--- config.mk ---
export PLATFORM = sky130hd
export DESIGN_NAME = skintone_stream_ctrl
export DESIGN_NICKNAME = d
export VERILOG_FILES = /design/src/rtl/skintone_stream_ctrl.sv
export SDC_FILE = /design/constraint.sdc
export NUM_CORES = 1
export LEC_CHECK = 0
export ABC_AREA = 0
export CAP_MARGIN = 10
export CORE_MARGIN = 3
export CORE_UTILIZATION = 55
export CTS_CLUSTER_SIZE = 10
export DETAILED_ROUTE_END_ITERATION = 7
export PLACE_DENSITY = 0.75
export REMOVE_ABC_BUFFERS = 1
export SKIP_CTS_REPAIR_TIMING = 1
export SLEW_MARGIN = 20
export SYNTH_ARGS = -nofsm -noshare
export SYNTH_HDL_FRONTEND = slang
export SYNTH_SLANG_ARGS = --single-unit
--- constraint.sdc ---
create_clock -name clk -period 3.75 [get_ports clk]
set_input_delay 0.375 -clock clk [delete_from_list [all_inputs] [get_ports clk]]
set_output_delay 0.375 -clock clk [all_outputs]
set_load 0.05 [all_outputs]
--- src/rtl/skintone_stream_ctrl.sv ---
// Frame sequencer for the fixed-latency skintone datapath: issues pixels only against
// a guaranteed result slot and buffers returned scores in a show-ahead FIFO.
module skintone_stream_ctrl #(
    parameter int unsigned LATENCY    = 16,
    parameter int unsigned FIFO_DEPTH = 32,
    parameter int unsigned PIXEL_W    = 24,
    parameter int unsigned SCORE_W    = 8,
    parameter int unsigned LEN_W      = 20
) (
    input  logic               clk,
    input  logic               rst,
    input  logic               start,
    input  logic [LEN_W-1:0]   frame_len,
    output logic               busy,
    output logic               done,
    output logic               err,
    input  logic [PIXEL_W-1:0] in_data,
    input  logic               in_valid,
    output logic               in_ready,
    output logic [PIXEL_W-1:0] dp_pixel,
    output logic               dp_valid,
    input  logic [SCORE_W-1:0] dp_result,
    input  logic               dp_result_valid,
    output logic [SCORE_W-1:0] out_data,
    output logic               out_valid,
    input  logic               out_ready
);
    localparam int unsigned CNT_W   = $clog2(FIFO_DEPTH + 1);
    localparam int unsigned CRD_W   = CNT_W + 1;
    localparam int unsigned PTR_W   = (FIFO_DEPTH > 1) ? $clog2(FIFO_DEPTH) : 1;
    localparam int unsigned FLUSH_W = (LATENCY > 1) ? $clog2(LATENCY) : 1;

    typedef enum logic [2:0] {
        S_FLUSH,
        S_IDLE,
        S_RUN,
        S_DRAIN,
        S_DONE
    } state_t;

    state_t               state;
    state_t               state_nxt;
    logic [FLUSH_W-1:0]   flush_cnt;
    logic [LEN_W-1:0]     remaining;
    logic [CNT_W-1:0]     inflight;
    logic [CNT_W-1:0]     fifo_count;
    logic [PTR_W-1:0]     wr_ptr;
    logic [PTR_W-1:0]     rd_ptr;
    logic [SCORE_W-1:0]   mem [FIFO_DEPTH];
    logic [CRD_W-1:0]     credits;
    logic                 ret_seen;
    logic                 push;
    logic                 pop;
    logic                 spurious;

    // Credit check and issue path; in_ready depends only on registered state.
    always_comb begin
        credits  = CRD_W'(inflight) + CRD_W'(fifo_count);
        in_ready = (state == S_RUN) && (remaining != '0) && (credits < CRD_W'(FIFO_DEPTH));
        dp_valid = in_valid && in_ready;
        dp_pixel = in_data;
    end

    // Returns are meaningless while the datapath's own valid pipe is still flushing.
    always_comb begin
        ret_seen  = dp_result_valid && (state != S_FLUSH);
        push      = ret_seen && (inflight != '0);
        spurious  = ret_seen && (inflight == '0);
        out_valid = (fifo_count != '0);
        out_data  = mem[rd_ptr];
        pop       = out_valid && out_ready;
        busy      = (state != S_IDLE);
        done      = (state == S_DONE);
    end

    always_ff @(posedge clk) begin
        if (rst) begin
            state <= S_FLUSH;
        end else begin
            state <= state_nxt;
        end
    end

    always_comb begin
        state_nxt = state;
        case (state)
            S_FLUSH: begin
                if (flush_cnt == FLUSH_W'(LATENCY - 1)) begin
                    state_nxt = S_IDLE;
                end
            end
            S_IDLE: begin
                if (start) begin
                    state_nxt = S_RUN;
                end
            end
            S_RUN: begin
                if (remaining == '0) begin
                    state_nxt = S_DRAIN;
                end
            end
            S_DRAIN: begin
                if ((inflight == '0) && (fifo_count == '0)) begin
                    state_nxt = S_DONE;
                end
            end
            S_DONE: begin
                state_nxt = S_IDLE;
            end
            default: begin
                state_nxt = S_FLUSH;
            end
        endcase
    end

    always_ff @(posedge clk) begin
        if (rst) begin
            flush_cnt <= '0;
        end else if (state == S_FLUSH) begin
            flush_cnt <= flush_cnt + FLUSH_W'(1);
        end else begin
            flush_cnt <= '0;
        end
    end

    always_ff @(posedge clk) begin
        if (rst) begin
            remaining <= '0;
        end else if ((state == S_IDLE) && start) begin
            remaining <= frame_len;
        end else if (dp_valid) begin
            remaining <= remaining - LEN_W'(1);
        end
    end

    always_ff @(posedge clk) begin
        if (rst) begin
            inflight <= '0;
        end else begin
            case ({dp_valid, push})
                2'b10:   inflight <= inflight + CNT_W'(1);
                2'b01:   inflight <= inflight - CNT_W'(1);
                default: inflight <= inflight;
            endcase
        end
    end

    always_ff @(posedge clk) begin
        if (rst) begin
            err <= 1'b0;
        end else if (spurious) begin
            err <= 1'b1;
        end
    end

    // Result FIFO: storage is not reset, only the pointers and occupancy.
    always_ff @(posedge clk) begin
        if (push) begin
            mem[wr_ptr] <= dp_result;
        end
    end

    always_ff @(posedge clk) begin
        if (rst) begin
            wr_ptr     <= '0;
            rd_ptr     <= '0;
            fifo_count <= '0;
        end else begin
            if (push) begin
                wr_ptr <= (wr_ptr == PTR_W'(FIFO_DEPTH - 1)) ? '0 : wr_ptr + PTR_W'(1);
            end
            if (pop) begin
                rd_ptr <= (rd_ptr == PTR_W'(FIFO_DEPTH - 1)) ? '0 : rd_ptr + PTR_W'(1);
            end
            case ({push, pop})
                2'b10:   fifo_count <= fifo_count + CNT_W'(1);
                2'b01:   fifo_count <= fifo_count - CNT_W'(1);
                default: fifo_count <= fifo_count;
            endcase
        end
    end

    // Credit accounting makes both of these unreachable.
    a_no_overflow: assert property (@(posedge clk) disable iff (rst)
        !(push && !pop && (fifo_count == CNT_W'(FIFO_DEPTH))));
    a_credit_bound: assert property (@(posedge clk) disable iff (rst)
        credits <= CRD_W'(FIFO_DEPTH));

endmodule

==> impl_metrics.tcl, run 1 <==
set metrics [dict create \
    status "complete, no violations" \
    wl_per_cell_um 22.7 \
    power_leakage_nw 4.93 \
    placed_cell_area_um2 14100 \
    drv_cap 0 \
    period_minus_slack_ns 3.47 \
    hold_path.startpoint "dp_result[3]" \
    die_area_um2 26500 \
    first_global_vias 7545 \
    cts_htree_levels 2 \
    antenna_found_initial 0 \
    r2r-end "fifo_count[5]" \
    clock_latency_ns 0.52 \
    synth_xor_xnor_area_share_pct 0.584 \
    final_core_util_pct 64.1 \
    worstPathMaxFanout 13 \
    synth.largest_area_cell "edfxtp_1" \
    holdPathStages 1 \
    crit_chain "ha_1 > a2111oi_4 > nand2_1 > nor2_1 > clkdlybuf4s50_1" \
    instances_no_fill 1225 \
    drc 0 \
    core_area_um2 23800 \
    whs_endpoint "mem[0][3]" \
    cts_tree "yes" \
    yosys.area_share.adder_pct 2.52 \
    tns_ns 0 \
    worst_ep_arrival_time_ns 3.09 \
    synth.yosys.seq_area_share_pct 65.1 \
    post-route-period-util_pct 92.5 \
    wl_um 27800 \
    cts_root_buffer "clkbuf_16" \
    syn_inst 840 \
    avgSynthCellArea_um2 16.1 \
    via_count 7441 \
    synthMuxAreaShare_pct 14.3 \
    cp.required_ns 3.38 \
    hold_slack_ns 0.384 \
    timing.final.ws_setup_ns 0.281 \
    regToRegStartpoint "fifo_count[1]" \
    synthDistinctLibCells 64 \
    nets 968 \
    die_w_um 163 \
    ir_drop_mv 0.273 \
    synth_top_area_share_pct 56.9 \
    synth_top_family_by_area "multiplexers" \
    yosysWarnings 0 \
    synth.most_common_cell "edfxtp_1" \
    fin_total_pwr_mw 7.02 \
    max_freq_mhz 288 \
    grt_pass1_wl_um 43500 \
    drive_above_1_share_pct 22.4 \
    numCtsBuffers 37 \
    cpPeakStageDelay_ns 0.82 \
    design_area_um2 15300 \
    end_kind "output pin" \
    io_buffers 47 \
    skew_ns 0.0185 \
    async_flop_share_pct 0 \
    worst_pin_slew_ns 1.02 \
    pin_count 96 \
    slew_headroom_pct 32.1 \
    pre_cts_slack_ns 0.349 \
    rows 56 \
    post_drt_via_cell_ratio 6.07 \
    setup-violations-final 0 \
    critPathLaunchType "register" \
    dr.first_iter.drc_count 708 \
    hp-class "primary input to register" \
    placed_cells 1156 \
    r2r_cells 10 \
    area_growth_pct 13.1 \
    hold_violations 0 \
    clkTransAtPathRegs_ns 0.05 \
    synth-compound-area-share_pct 4.91 \
    p_per_area_nw_per_um2 460 \
    cts_buffer_depth 3 \
    initial_utilization_pct 56.7 \
    num_antenna_cells 0 \
    cts.sinks 311 \
    rsz0062_at_grt "false" \
    synthTopCellsByCount "256 x edfxtp_1, 80 x mux4_2, 79 x nor2_1" \
    ant_nets 0 \
    yosys.area_share.simple_pct 9.38 \
    slew_violations 0 \
    synth-seq-cells 311 \
    grt_start_max_net_pins 65 \
    netlist_area_um2 13500 \
    hpwl_um 17200 \
    dr.pass1.iters 5 \
    gp_congestion 0.798 \
    synthFlopType "edfxtp_1" \
    grt_overflow 0 \
    gr-usage-all-layers_pct 21.4 \
    cp_slowest_cell "clkdlybuf4s50_1" \
    ff2ff_setup_slack_ns 0.34 \
    yosys-top-cells-area "edfxtp_1 57%, mux4_2 13%, dfxtp_1 8.2%" \
    synth_edf_count 256 \
    die_y_um 163 \
    crit_type "register to output pin" \
]
[per-layer routing]
layer / vias to the layer above / global-route usage [%] / wire, um
met5: - / 0 / 0
met3: 35 / 5.34 / 2020
li1: 3405 / - / -
met2: 305 / 34.2 / 13500
met1: 3696 / 29.9 / 11800
met4: 0 / 5.65 / 479
[worst max-delay path: cells and delay by family, from the launching register on]
family | cells | cell delay [ns]
simple gates | 2 | 0.59
compound gates | 1 | 0.45
buf+inv | 1 | 0.82
fa+ha+maj | 1 | 0.30
flops | 1 | 0.43
[kinds of logic (layout without fill, tap and decap cells)]
kind of cell               after synthesis  in the layout
AOI/OAI and AO/OA                       86             86
xor gates and xnor gates                 9              9
adders and majority gates               26             26
buffers and inverters                   84            150
DFF                                    311            311
muxes                                   91             91
and+or+nand+nor                        233            233
[layout make-up]
class	instances	area, um^2
flip-flops and latches	311	8790
clock buffers	58	1040
fillers	1670	8560
repair buffers	69	648
inverters	20	75.1
clock inverters	3	41.3
multi-input cells	445	4270
well taps	319	399
[state kept, by name, indices dropped and copies added, names as in the netlist, named ones only]
name / flops
rd_ptr: 5
wr_ptr: 5
state: 3
mem: 256
flush_cnt: 4
inflight: 6
fifo_count: 6
err: 1
remaining: 20
[layout by cell type (no fill, tap or decap), drive strengths merged, types with 3 or more instances in the layout]
master,instances
nor3,17
or4,13
clkdlybuf4s50,30
a31oi,5
a21o,3
clkbuf,58
a211oi,3
a2111oi,5
and2,8
nor2b,7
mux4,80
ha,24
and4,4
dfxtp,55
mux2,11
inv,21
nand2b,3
nand3b,4
o31ai,9
o31a,6
or3,6
o21ai,12
nor4,17
nor3b,4
nand4,8
nor2,79
a311oi,11
xor2,3
nand2,32
dlymetal6s2s,8
and3,5
or3b,4
buf,31
edfxtp,256
nand3,14
a21oi,26
xnor2,6
[worst max path at each step]
stage                  start            end  cells after the start
6_report         inflight[5]       in_ready                      5
5_1_grt          inflight[0]    inflight[4]                     10
4_1_cts             register    out_data[1]                      5
3_5_place_dp     inflight[0]    inflight[4]                     10
3_3_place_gp   fifo_count[0]  fifo_count[5]                     10
2_1_floorplan       register    out_data[0]                      3
[report_power, final]
group	total (mW)	switching (mW)	leakage [nW]	internal (mW)
Clock	3.18	1.29	0.518	1.90
Sequential	3.74	0.00195	2.74	3.74
Combinational	0.101	0.0685	1.67	0.0326
Note: power is estimated with default switching activity, not from simulation.
==> run 2, diff against run 1 <==
GPL_TIMING_DRIVEN = 0   (was default)
==> run 2 against run 1 <==
Clock skew rose by 0.0038 ns. Register-to-register slack got worse by 0.09 ns. First-iteration DRC count fell by 10%. Critical path depth rose by 1. Die area did not move. Sequential power barely moved. Power fell by 1.1%. Highest routed layer unchanged.
==> impl_metrics.tcl, run 2 (synthesis results as in run 1) <==
set metrics [dict create \
    status "complete, no violations" \
    design_area_um2 15200 \
    area_growth_pct 12.9 \
    antenna_found_initial 1 \
    hold_violations 0 \
    cts.sinks 311 \
    die_y_um 163 \
    dr.first_iter.drc_count 634 \
    placed_cell_area_um2 14100 \
    worstPathMaxFanout 6 \
    drv_cap 0 \
    gp_congestion 0.797 \
    end_kind "output pin" \
    max_freq_mhz 274 \
    cp.required_ns 3.38 \
    numCtsBuffers 37 \
    post-route-period-util_pct 97.4 \
    p_per_area_nw_per_um2 456 \
    instances_no_fill 1209 \
    core_area_um2 23800 \
    first_global_vias 7485 \
    hold_slack_ns 0.270 \
    holdPathStages 2 \
    rows 56 \
    drive_above_1_share_pct 22.2 \
    slew_violations 0 \
    final_common_cell "edfxtp_1" \
    via_count 7508 \
    skew_ns 0.0223 \
    setup-violations-final 0 \
    worst_pin_slew_ns 0.865 \
    post_drt_via_cell_ratio 6.21 \
    top_register "mem" \
    hold_path.startpoint "rst" \
    reg.largest.list "mem: 256 flops, remaining: 20 flops" \
    placed_cells 1145 \
    mostFrequentLayoutCells "256 x edfxtp_1, 80 x mux4_2, 78 x nor2_1" \
    clkTransAtPathRegs_ns 0.05 \
    clock_latency_ns 0.53 \
    whs_endpoint "fifo_count[0]" \
    io_buffers 47 \
    ant_nets 0 \
    cts_root_buffer "clkbuf_16" \
    grt_overflow 0 \
    pre_cts_slack_ns -0.247 \
    nets 961 \
    grt_start_max_net_pins 38 \
    power_leakage_nw 4.83 \
    crit_type "register to output pin" \
    period_minus_slack_ns 3.65 \
    largest_reg_flops 256 \
    die_area_um2 26500 \
    drc 0 \
    dr.pass1.iters 5 \
    rsz0062_at_grt "false" \
    initial_utilization_pct 56.7 \
    ff2ff_setup_slack_ns 0.25 \
    cts_tree "yes" \
    wl_um 27600 \
    wl_per_cell_um 22.9 \
    final_core_util_pct 64.0 \
    grt_pass1_wl_um 42700 \
    r2r_cells 12 \
    timing.final.ws_setup_ns 0.0978 \
    ir_drop_mv 0.272 \
    tns_ns 0 \
    cts_htree_levels 2 \
    r2r-end "inflight[4]" \
    nFillCells 1684 \
    critPathLaunchType "register" \
    regToRegStartpoint "inflight[4]" \
    cts_buffer_depth 3 \
    hpwl_um 17000 \
    slew_headroom_pct 42.3 \
    gr-usage-all-layers_pct 21.0 \
    pin_count 96 \
    die_w_um 163 \
    fin_total_pwr_mw 6.95 \
    worst_ep_arrival_time_ns 3.28 \
    num_antenna_cells 0 \
    hp-class "primary input to register" \
]
## run 2: changes by cell type in the layout (fill, tap and decap cells not counted), sizes merged
cell           delta
buf               -9
clkinv            +2
clkbuf           -10
clkdlybuf4s50     +7
dlymetal6s2s      -7
o31ai             +1
## run 2: area by class of cell
| type | count | area (um^2) | share of cell area [%] |
|---|---|---|---|
| clock buffer | 47 | 985 | 6.46 |
| clock inverter | 5 | 48.8 | 0.320 |
| inverter | 20 | 75.1 | 0.493 |
| multi-input combinational | 446 | 4300 | 28.2 |
| sequential | 311 | 8800 | 57.7 |
| tap | 319 | 399 | 2.62 |
| timing repair buffer | 61 | 633 | 4.15 |
## run 2: worst max path at each step
stage          slack [ns]          end           from  cells past startpoint
2_1_floorplan       -0.85  out_data[0]       register                      3
5_1_grt             0.003  out_data[1]       register                      5
6_report              0.1  out_data[7]       register                      6
3_5_place_dp        -0.25  inflight[4]  remaining[15]                     13
3_3_place_gp        -2.58  out_data[7]       register                      4
4_1_cts             -0.47  out_data[5]       register                      5
## run 2: power breakdown
part	total (mW)	leakage [nW]	switching (mW)	internal, mW
Clock	3.11	0.503	1.27	1.84
Sequential	3.74	2.75	0.00204	3.74
Combinational	0.102	1.58	0.0680	0.0338
Total	6.95	4.83	1.34	5.61
## run 2: critical path, cell delays in order (launching register included)
cell and delay (ns):
dfxtp_4 0.39, buf_4 0.17, buf_12 0.14, mux4_2 0.53, mux4_2 0.53, mux2_2 0.31
clkdlybuf4s50_1 0.70
## run 2: layer usage
layer,share of wire (%),wire (um),up-vias,GRT usage [%]
met4,1.9,527,0,6.31
li1,-,-,3395,-
met1,42,11600,3727,30.7
met5,0,0,-,0
met2,48,13200,340,31.9
met3,8.3,2300,46,4.88
